## config.mk

```make
export PLATFORM = sky130hd
export DESIGN_NAME = mem_access_unit
export DESIGN_NICKNAME = d
export VERILOG_FILES = /design/src/rtl/mem_access_unit_pkg.sv /design/src/rtl/mem_wait_timer.sv /design/src/rtl/mem_access_unit.sv
export SDC_FILE = /design/constraint.sdc
export NUM_CORES = 1
export LEC_CHECK = 0
export BUFFER_PORTS_ARGS = -buffer_cell sky130_fd_sc_hd__buf_2
export CORE_MARGIN = 4
export CORE_UTILIZATION = 40
export DETAILED_ROUTE_END_ITERATION = 16
export GPL_ROUTABILITY_DRIVEN = 0
export GPL_TIMING_DRIVEN = 0
export PLACE_DENSITY = 0.74
export SLEW_MARGIN = 20
export SYNTH_ARGS = -nofsm -noshare
export SYNTH_HDL_FRONTEND = slang
export SYNTH_HIERARCHICAL = 1
export SYNTH_SLANG_ARGS = --single-unit
```

## constraint.sdc

```tcl
create_clock -name clk_i -period 3.75 [get_ports clk_i]
set_input_delay 0.75 -clock clk_i [delete_from_list [all_inputs] [get_ports clk_i]]
set_output_delay 0.75 -clock clk_i [all_outputs]
set_load 0.1 [all_outputs]
```

## src/rtl/mem_access_unit_pkg.sv

```systemverilog
// rtl/mem_access_unit_pkg.sv - shared types and constants for the memory stage
package mem_access_unit_pkg;

   typedef enum logic [1:0] {
      IDLE = 2'd0,
      WAIT = 2'd1,
      ERR  = 2'd2
   } state_e;

   localparam logic [31:0] WORD_ALIGN_MASK = 32'h0000_0003;
   localparam int unsigned DEFAULT_TIMEOUT = 16;

endpackage

```

## src/rtl/mem_wait_timer.sv

```systemverilog
// rtl/mem_wait_timer.sv - wait-cycle counter with terminal-count compare
module mem_wait_timer #(
   parameter int unsigned TIMEOUT = 16,
   localparam int unsigned W = $clog2(TIMEOUT + 1)
) (
   input  logic clk_i,
   input  logic rst_i,
   input  logic load_i,
   input  logic inc_i,
   output logic tc_o
);

   logic [W-1:0] cnt_q;
   logic [W-1:0] cnt_d;

   // Counter falls back to zero whenever it is neither started nor advanced.
   always_comb begin
      cnt_d = '0;
      if (load_i) begin
         cnt_d = W'(1);
      end else if (inc_i) begin
         cnt_d = cnt_q + W'(1);
      end
   end

   always_ff @(posedge clk_i) begin
      if (rst_i) begin
         cnt_q <= '0;
      end else begin
         cnt_q <= cnt_d;
      end
   end

   assign tc_o = (cnt_q == W'(TIMEOUT));

endmodule

```

## src/rtl/mem_access_unit.sv

```systemverilog
// rtl/mem_access_unit.sv - memory stage: EX/MEM to req/ack memory, stall and MEM/WB register
module mem_access_unit
   import mem_access_unit_pkg::*;
#(
   parameter int unsigned TIMEOUT = DEFAULT_TIMEOUT
) (
   input  logic        clk_i,
   input  logic        rst_i,
   input  logic        RegWrite_i,
   input  logic        MemtoReg_i,
   input  logic        MemRead_i,
   input  logic        MemWrite_i,
   input  logic [31:0] ALUdata_i,
   input  logic [31:0] MemWdata_i,
   input  logic [4:0]  RegWaddr_i,
   output logic        mem_req_o,
   output logic        mem_we_o,
   output logic [31:0] mem_addr_o,
   output logic [31:0] mem_wdata_o,
   input  logic        mem_ack_i,
   input  logic [31:0] mem_rdata_i,
   output logic        stall_o,
   output logic        err_o,
   output logic        RegWrite_o,
   output logic        MemtoReg_o,
   output logic [31:0] ALUdata_o,
   output logic [31:0] MemRdata_o,
   output logic [4:0]  RegWaddr_o,
   output logic [31:0] stall_cnt_o
);

   state_e      state_q;
   logic        err_q;
   logic        access, misaligned, aligned_acc;
   logic        in_idle, in_wait, in_err;
   logic        complete, stall, tc, timer_load, timer_inc;

   logic        regwrite_q, regwrite_d;
   logic        memtoreg_q, memtoreg_d;
   logic [31:0] aludata_q, aludata_d;
   logic [31:0] memrdata_q, memrdata_d;
   logic [4:0]  waddr_q, waddr_d;
   logic [31:0] stall_cnt_q, stall_cnt_d;

   assign access      = MemRead_i | MemWrite_i;
   assign misaligned  = |(ALUdata_i & WORD_ALIGN_MASK);
   assign aligned_acc = access & !misaligned;
   assign in_idle     = (state_q == IDLE);
   assign in_wait     = (state_q == WAIT);
   assign in_err      = (state_q == ERR);

   // Gating ack with req drops strays: after reset, or while idle with no access.
   assign mem_req_o   = !rst_i & ((in_idle & aligned_acc) | in_wait);
   assign complete    = mem_req_o & mem_ack_i;
   assign mem_we_o    = MemWrite_i;
   assign mem_addr_o  = ALUdata_i;
   assign mem_wdata_o = MemWdata_i;

   assign stall = (in_idle & aligned_acc & !mem_ack_i) | (in_wait & !mem_ack_i)
                | (in_idle & access & misaligned) | in_err;

   assign timer_load = !rst_i & in_idle & aligned_acc & !mem_ack_i;
   assign timer_inc  = in_wait & !mem_ack_i & !tc;

   mem_wait_timer #(.TIMEOUT(TIMEOUT)) u_wait_timer (
      .clk_i  (clk_i),
      .rst_i  (rst_i),
      .load_i (timer_load),
      .inc_i  (timer_inc),
      .tc_o   (tc)
   );

   always_ff @(posedge clk_i) begin
      if (rst_i) begin
         state_q <= IDLE;
         err_q   <= 1'b0;
      end else begin
         unique case (state_q)
            IDLE: begin
               if (access & misaligned) begin
                  state_q <= ERR;
                  err_q   <= 1'b1;
               end else if (aligned_acc & !mem_ack_i) begin
                  state_q <= WAIT;
               end
            end
            WAIT: begin
               // An ack on the terminal-count cycle still wins over the timeout.
               if (mem_ack_i) begin
                  state_q <= IDLE;
               end else if (tc) begin
                  state_q <= ERR;
                  err_q   <= 1'b1;
               end
            end
            ERR: begin
               state_q <= ERR;
            end
            default: begin
               state_q <= IDLE;
            end
         endcase
      end
   end

   always_comb begin
      regwrite_d = RegWrite_i;
      memtoreg_d = MemtoReg_i;
      aludata_d  = ALUdata_i;
      waddr_d    = RegWaddr_i;
      memrdata_d = (complete & MemRead_i & !MemWrite_i) ? mem_rdata_i : 32'd0;
      if (stall) begin
         regwrite_d = 1'b0;
         memtoreg_d = 1'b0;
         waddr_d    = 5'd0;
         aludata_d  = aludata_q;
         memrdata_d = memrdata_q;
      end
      stall_cnt_d = stall_cnt_q;
      if (stall && (stall_cnt_q != 32'hFFFF_FFFF)) begin
         stall_cnt_d = stall_cnt_q + 32'd1;
      end
   end

   always_ff @(posedge clk_i) begin
      if (rst_i) begin
         regwrite_q  <= 1'b0;
         memtoreg_q  <= 1'b0;
         aludata_q   <= 32'd0;
         memrdata_q  <= 32'd0;
         waddr_q     <= 5'd0;
         stall_cnt_q <= 32'd0;
      end else begin
         regwrite_q  <= regwrite_d;
         memtoreg_q  <= memtoreg_d;
         aludata_q   <= aludata_d;
         memrdata_q  <= memrdata_d;
         waddr_q     <= waddr_d;
         stall_cnt_q <= stall_cnt_d;
      end
   end

   assign stall_o     = stall;
   assign err_o       = err_q;
   assign RegWrite_o  = regwrite_q;
   assign MemtoReg_o  = memtoreg_q;
   assign ALUdata_o   = aludata_q;
   assign MemRdata_o  = memrdata_q;
   assign RegWaddr_o  = waddr_q;
   assign stall_cnt_o = stall_cnt_q;

endmodule

```

* Yosys cells after proc, flatten, opt, wreduce, memory -nomap -nowiden
Index checks and enable logic that the tools add are counted.
Storage, ports and cells: register bits after elaboration 111, bits of input ports 108, output and inout bits 171
Operators by class: $add $sub $neg 2, equality and inequality tests 9, mux-type cells 12, bitwise gates (word level) 22, reduce and logical (&&, ||, !) cells 13
Operators by type and width (number):
- $add 32x1->32 const B | 1
- $mux 32 | 1
- $ne 32x32->1 const B | 1
- $and 1x1->1 | 16
- $mux 2 | 4
- $pmux 2 s3 | 1
- $add 5x1->5 const B | 1
- $eq 5x5->1 const B | 1
- $logic_not 1->1 | 5
- $mux 1 | 5
- $or 1x1->1 | 5
- $ne 2x1->1 const B | 2
- $reduce_and 4->1 | 1
- $reduce_or 2->1 | 2
- $ne 3x1->1 const B | 1
- $ne 3x2->1 const B | 1
- $reduce_or 3->1 | 1
- $eq 2x1->1 const B | 1
- $eq 2x2->1 const B | 1
- $logic_not 2->1 | 1
- $ne 2x2->1 const B | 1
- $pmux 1 s2 | 1
- $reduce_and 2->1 | 1
- $reduce_bool 2->1 | 1
- 2 further kinds | 2

* Logic depth before layout (Yosys ltp)
word-level depth 10, gate-level depth with buffers 9

* Hierarchy
Netlist, hierarchy kept.
By module, submodules not included:
- mem_access_unit | times used 1, cells each 555, area each 4698.3 µm², seq. area each 2122.0 µm²
- mem_wait_timer | times used 1, cells each 25, area each 262.8 µm², seq. area each 100.1 µm²

* Worst setup path after synthesis
OpenSTA, ideal clock, no wires.
kind input to output, from in mem_ack_i, to out stall_o, data arrival time 2510 ps, data required time 3000 ps, slack 490 ps, stages on the path 5, cell sequence o21ai_1 -> nand3_2 -> inv_2 -> clkbuf_1 -> buf_1
On the way: word-level cells in the longest chain between the ends 5, elaborated cells on any way between the ends 6, those cells by class 5 x bitwise; 1 x reduce/logical
RTL lines:
- start, declared | RTL line mem_access_unit.sv:20 | input logic mem_ack_i,
- $logic_not 1->1 (*) | RTL line mem_access_unit.sv:59 | assign stall = (in_idle & aligned_acc & !mem_ack_i) | (in_wait & !mem_ack_i)
- $and 1x1->1 | RTL line mem_access_unit.sv:59
- $or 1x1->1 (*) | RTL line mem_access_unit.sv:59
- $or 1x1->1 (*) (2 in a row) | RTL line mem_access_unit.sv:60 | | (in_idle & access & misaligned) | in_err;
- end, declared | RTL line mem_access_unit.sv:22 | output logic stall_o,
Every way passes the cells marked *; elsewhere a longest branch is shown, timed or not.

* Worst setup path in the final report
Ends and elaborated chain as after synthesis.

==> results_dict.tcl <==
set metrics [dict create \
    status "finished, final reports clean" \
    cts.sinks 111 \
    clockBufferDepth 2 \
    cts_inserted_buffers 9 \
    antenna_found_initial 1 \
    cts_tree "yes" \
    cp_slowest_cell "buf_2" \
    grtUsageMet1 0.2584 \
    use_met2 0.3260 \
    cp_max_fo 15 \
    num_io_pins 279 \
    yosys_warnings 6 \
    hp-class "reg2reg" \
    netlist.area_leader.share 0.4479 \
    hold_ws_ps 449.6 \
    synth-main-ff-cell "dfxtp_1" \
    grt_pass1_wl_um 23060 \
    clock-root-buffer "clkbuf_16" \
    worstPathArrival_ps 2620 \
    pre_cts_ws_ps -24.64 \
    nNetsFinal 947 \
    hold_buffers 0 \
    fmax_mhz 297.0 \
    synth_area_mm2 0.004961 \
    dieArea_mm2 0.01425 \
    skew_ps 7.768 \
    rsz0062_at_grt "false" \
    layout.cells.non_filler 1009 \
    cp_common_cell "buf_2" \
    synthTopCellsByCount "111 x dfxtp_1, 74 x nand2_1, 66 x buf_4" \
    endpoint_kind "output port" \
    max_slew.worst_pin.slew_ps 617.0 \
    ys_seq_area_frac 0.4479 \
    crit_chain "buf_2, o21ai_1, nand3_2, inv_2, buf_1, buf_2" \
    drt_pass1_iterations 4 \
    postLayoutCoreUtil 0.5555 \
    fin_ws_ps 382.7 \
    area_growth_pct 35.06 \
    required_ps 3000 \
    p_per_area_mw_per_mm2 447.5 \
    irDropWorstVdd_v 0.0002553 \
    start_kind "input pin" \
    die_y_um 119.4 \
    cts_setup_buffers 0 \
    drc 0 \
    yosysUniqueCellTypes 56 \
    cap_violations 0 \
    clkTransAtPathRegs_ps 70 \
    num_vias 4898 \
    numPortBuffers 246 \
    gr-usage-met3 0.04511 \
    fp.dieW_um 119.4 \
    synth-async-reset-ratio 0 \
    grt_max_degree 17 \
    leakage_nw 3.107 \
    synth_top_area_cell "dfxtp_1" \
    synth_most_common_cell "dfxtp_1" \
    synth_seq_cells 111 \
    vias_per_cell 4.854 \
    drt_iter0_markers 289 \
    grt-ovfl-total 0 \
    setup_viol 0 \
    hold_viol 0 \
    coreArea_mm2 0.01206 \
    gr-usage-all-layers 0.1966 \
    start_util 0.4113 \
    synth_area_leaders "dfxtp_1 45%, buf_4 10%, nand2_1 5.6%" \
    cts_resized 0 \
    critPathKind "in2out" \
    dpl_cell_area_mm2 0.006402 \
    post_drt_wl_per_cell_um 14.59 \
    finalCriticalPeriod_ps 3367 \
    row_count 40 \
    syn-mean-instance-area_um2 8.553 \
    hpwl_um 11380 \
    ant_nets 0 \
    place_inst 994 \
    wl_um 14720 \
    synthCells 580 \
    grt_pass1_vias 4591 \
    final-max-slew-violation-count 0 \
    insertion_delay_ps 340 \
    synth_nets 691 \
    htreeDepth 3 \
    layout_worst_path_cycle_share 0.8979 \
    final_cell_area_mm2 0.006700 \
    slowest_delay_ps 510 \
    drive_above_1_share 0.4060 \
    slew_headroom 0.5887 \
    grt.busiest_layer "met2" \
    synth_edf_count 0 \
]
[routing by layer]
metal  share of wire  routed length (µm)
met5               0                   0
met4           0.012                 170
met3           0.074                1086
met2            0.48                7089
met1            0.43                6376
[critical path: cells and delay by family]
family / cells / cell delay, ps
AOI/OAI and AO/OA: 1 / 220
buffers and inverters: 4 / 1380
and+or+nand+nor: 1 / 250
[area by class of cell]
cell class              instances  area (µm²)
diodes                          1       2.502
plain buffers                  97       623.1
clock buffers                  13       260.3
clock inverters                 2       38.79
fillers                      1209        5361
inverters                      10       37.54
multi-input cells             361        2074
flip-flops and latches        111        2222
well taps                     168       210.2
repair buffers                246        1231
[cell usage in the layout (no fill, tap or decap), types with 7 or more instances in the layout]
cell type    n
dfxtp_1    111
a21oi_1     52
or4_1        7
nand2_1     74
or3_1        9
a22oi_1     32
nand4_1     10
xnor2_1      7
nor2_1      60
nand3_1     15
o21ai_1     10
and4_1       8
inv_1        9
clkbuf_16    9
buf_2      249
clkbuf_1    24
buf_4       66
and2_1       9
[sequential cells by signal, summed over array words and instances (netlist names)]
register,count
MemRdata_o,32
RegWrite_o,1
state_q,2
ALUdata_o,32
u_wait_timer/cnt_q,5
stall_cnt_o,32
MemtoReg_o,1
RegWaddr_o,5
err_o,1
[cells by family after synthesis]
| logic type | after synthesis | synth area share |
|---|---|---|
| and+or+nand+nor | 225 | 0.2323 |
| adders and majority gates | 3 | 0.007567 |
| AOI/OAI and AO/OA | 117 | 0.1468 |
| DFF | 111 | 0.4479 |
| buffers and inverters | 108 | 0.1339 |
| muxes | 7 | 0.01564 |
| xor gates and xnor gates | 9 | 0.01589 |
[power by group]
group	switching, mW	leakage (nW)	total, mW	internal, mW
registers	0.0194	0.900	1.23	1.21
clock network	0.417	0.146	0.972	0.555
logic	0.647	2.06	0.797	0.150
[final timing paths]
kind	start	to	slack, ps	cells past startpoint
worst min register to register	ALUdata_o[4]	ALUdata_o[4]	450	2
worst min-delay path	ALUdata_o[4]	ALUdata_o[4]	450	2
worst max register to register	state_q[0]	stall_cnt_o[1]	1180	9
worst max-delay path	mem_ack_i	stall_o	380	6
[stage by stage]
stage	power (mW)	setup TNS (ps)
5_1_grt	3.102	0
6_report	2.998	0
3_3_place_gp	2.053	-40.25
4_1_cts	3.019	0
3_5_place_dp	2.057	-24.64
2_1_floorplan	1.908	0
Power figures use the tool's default switching activity.
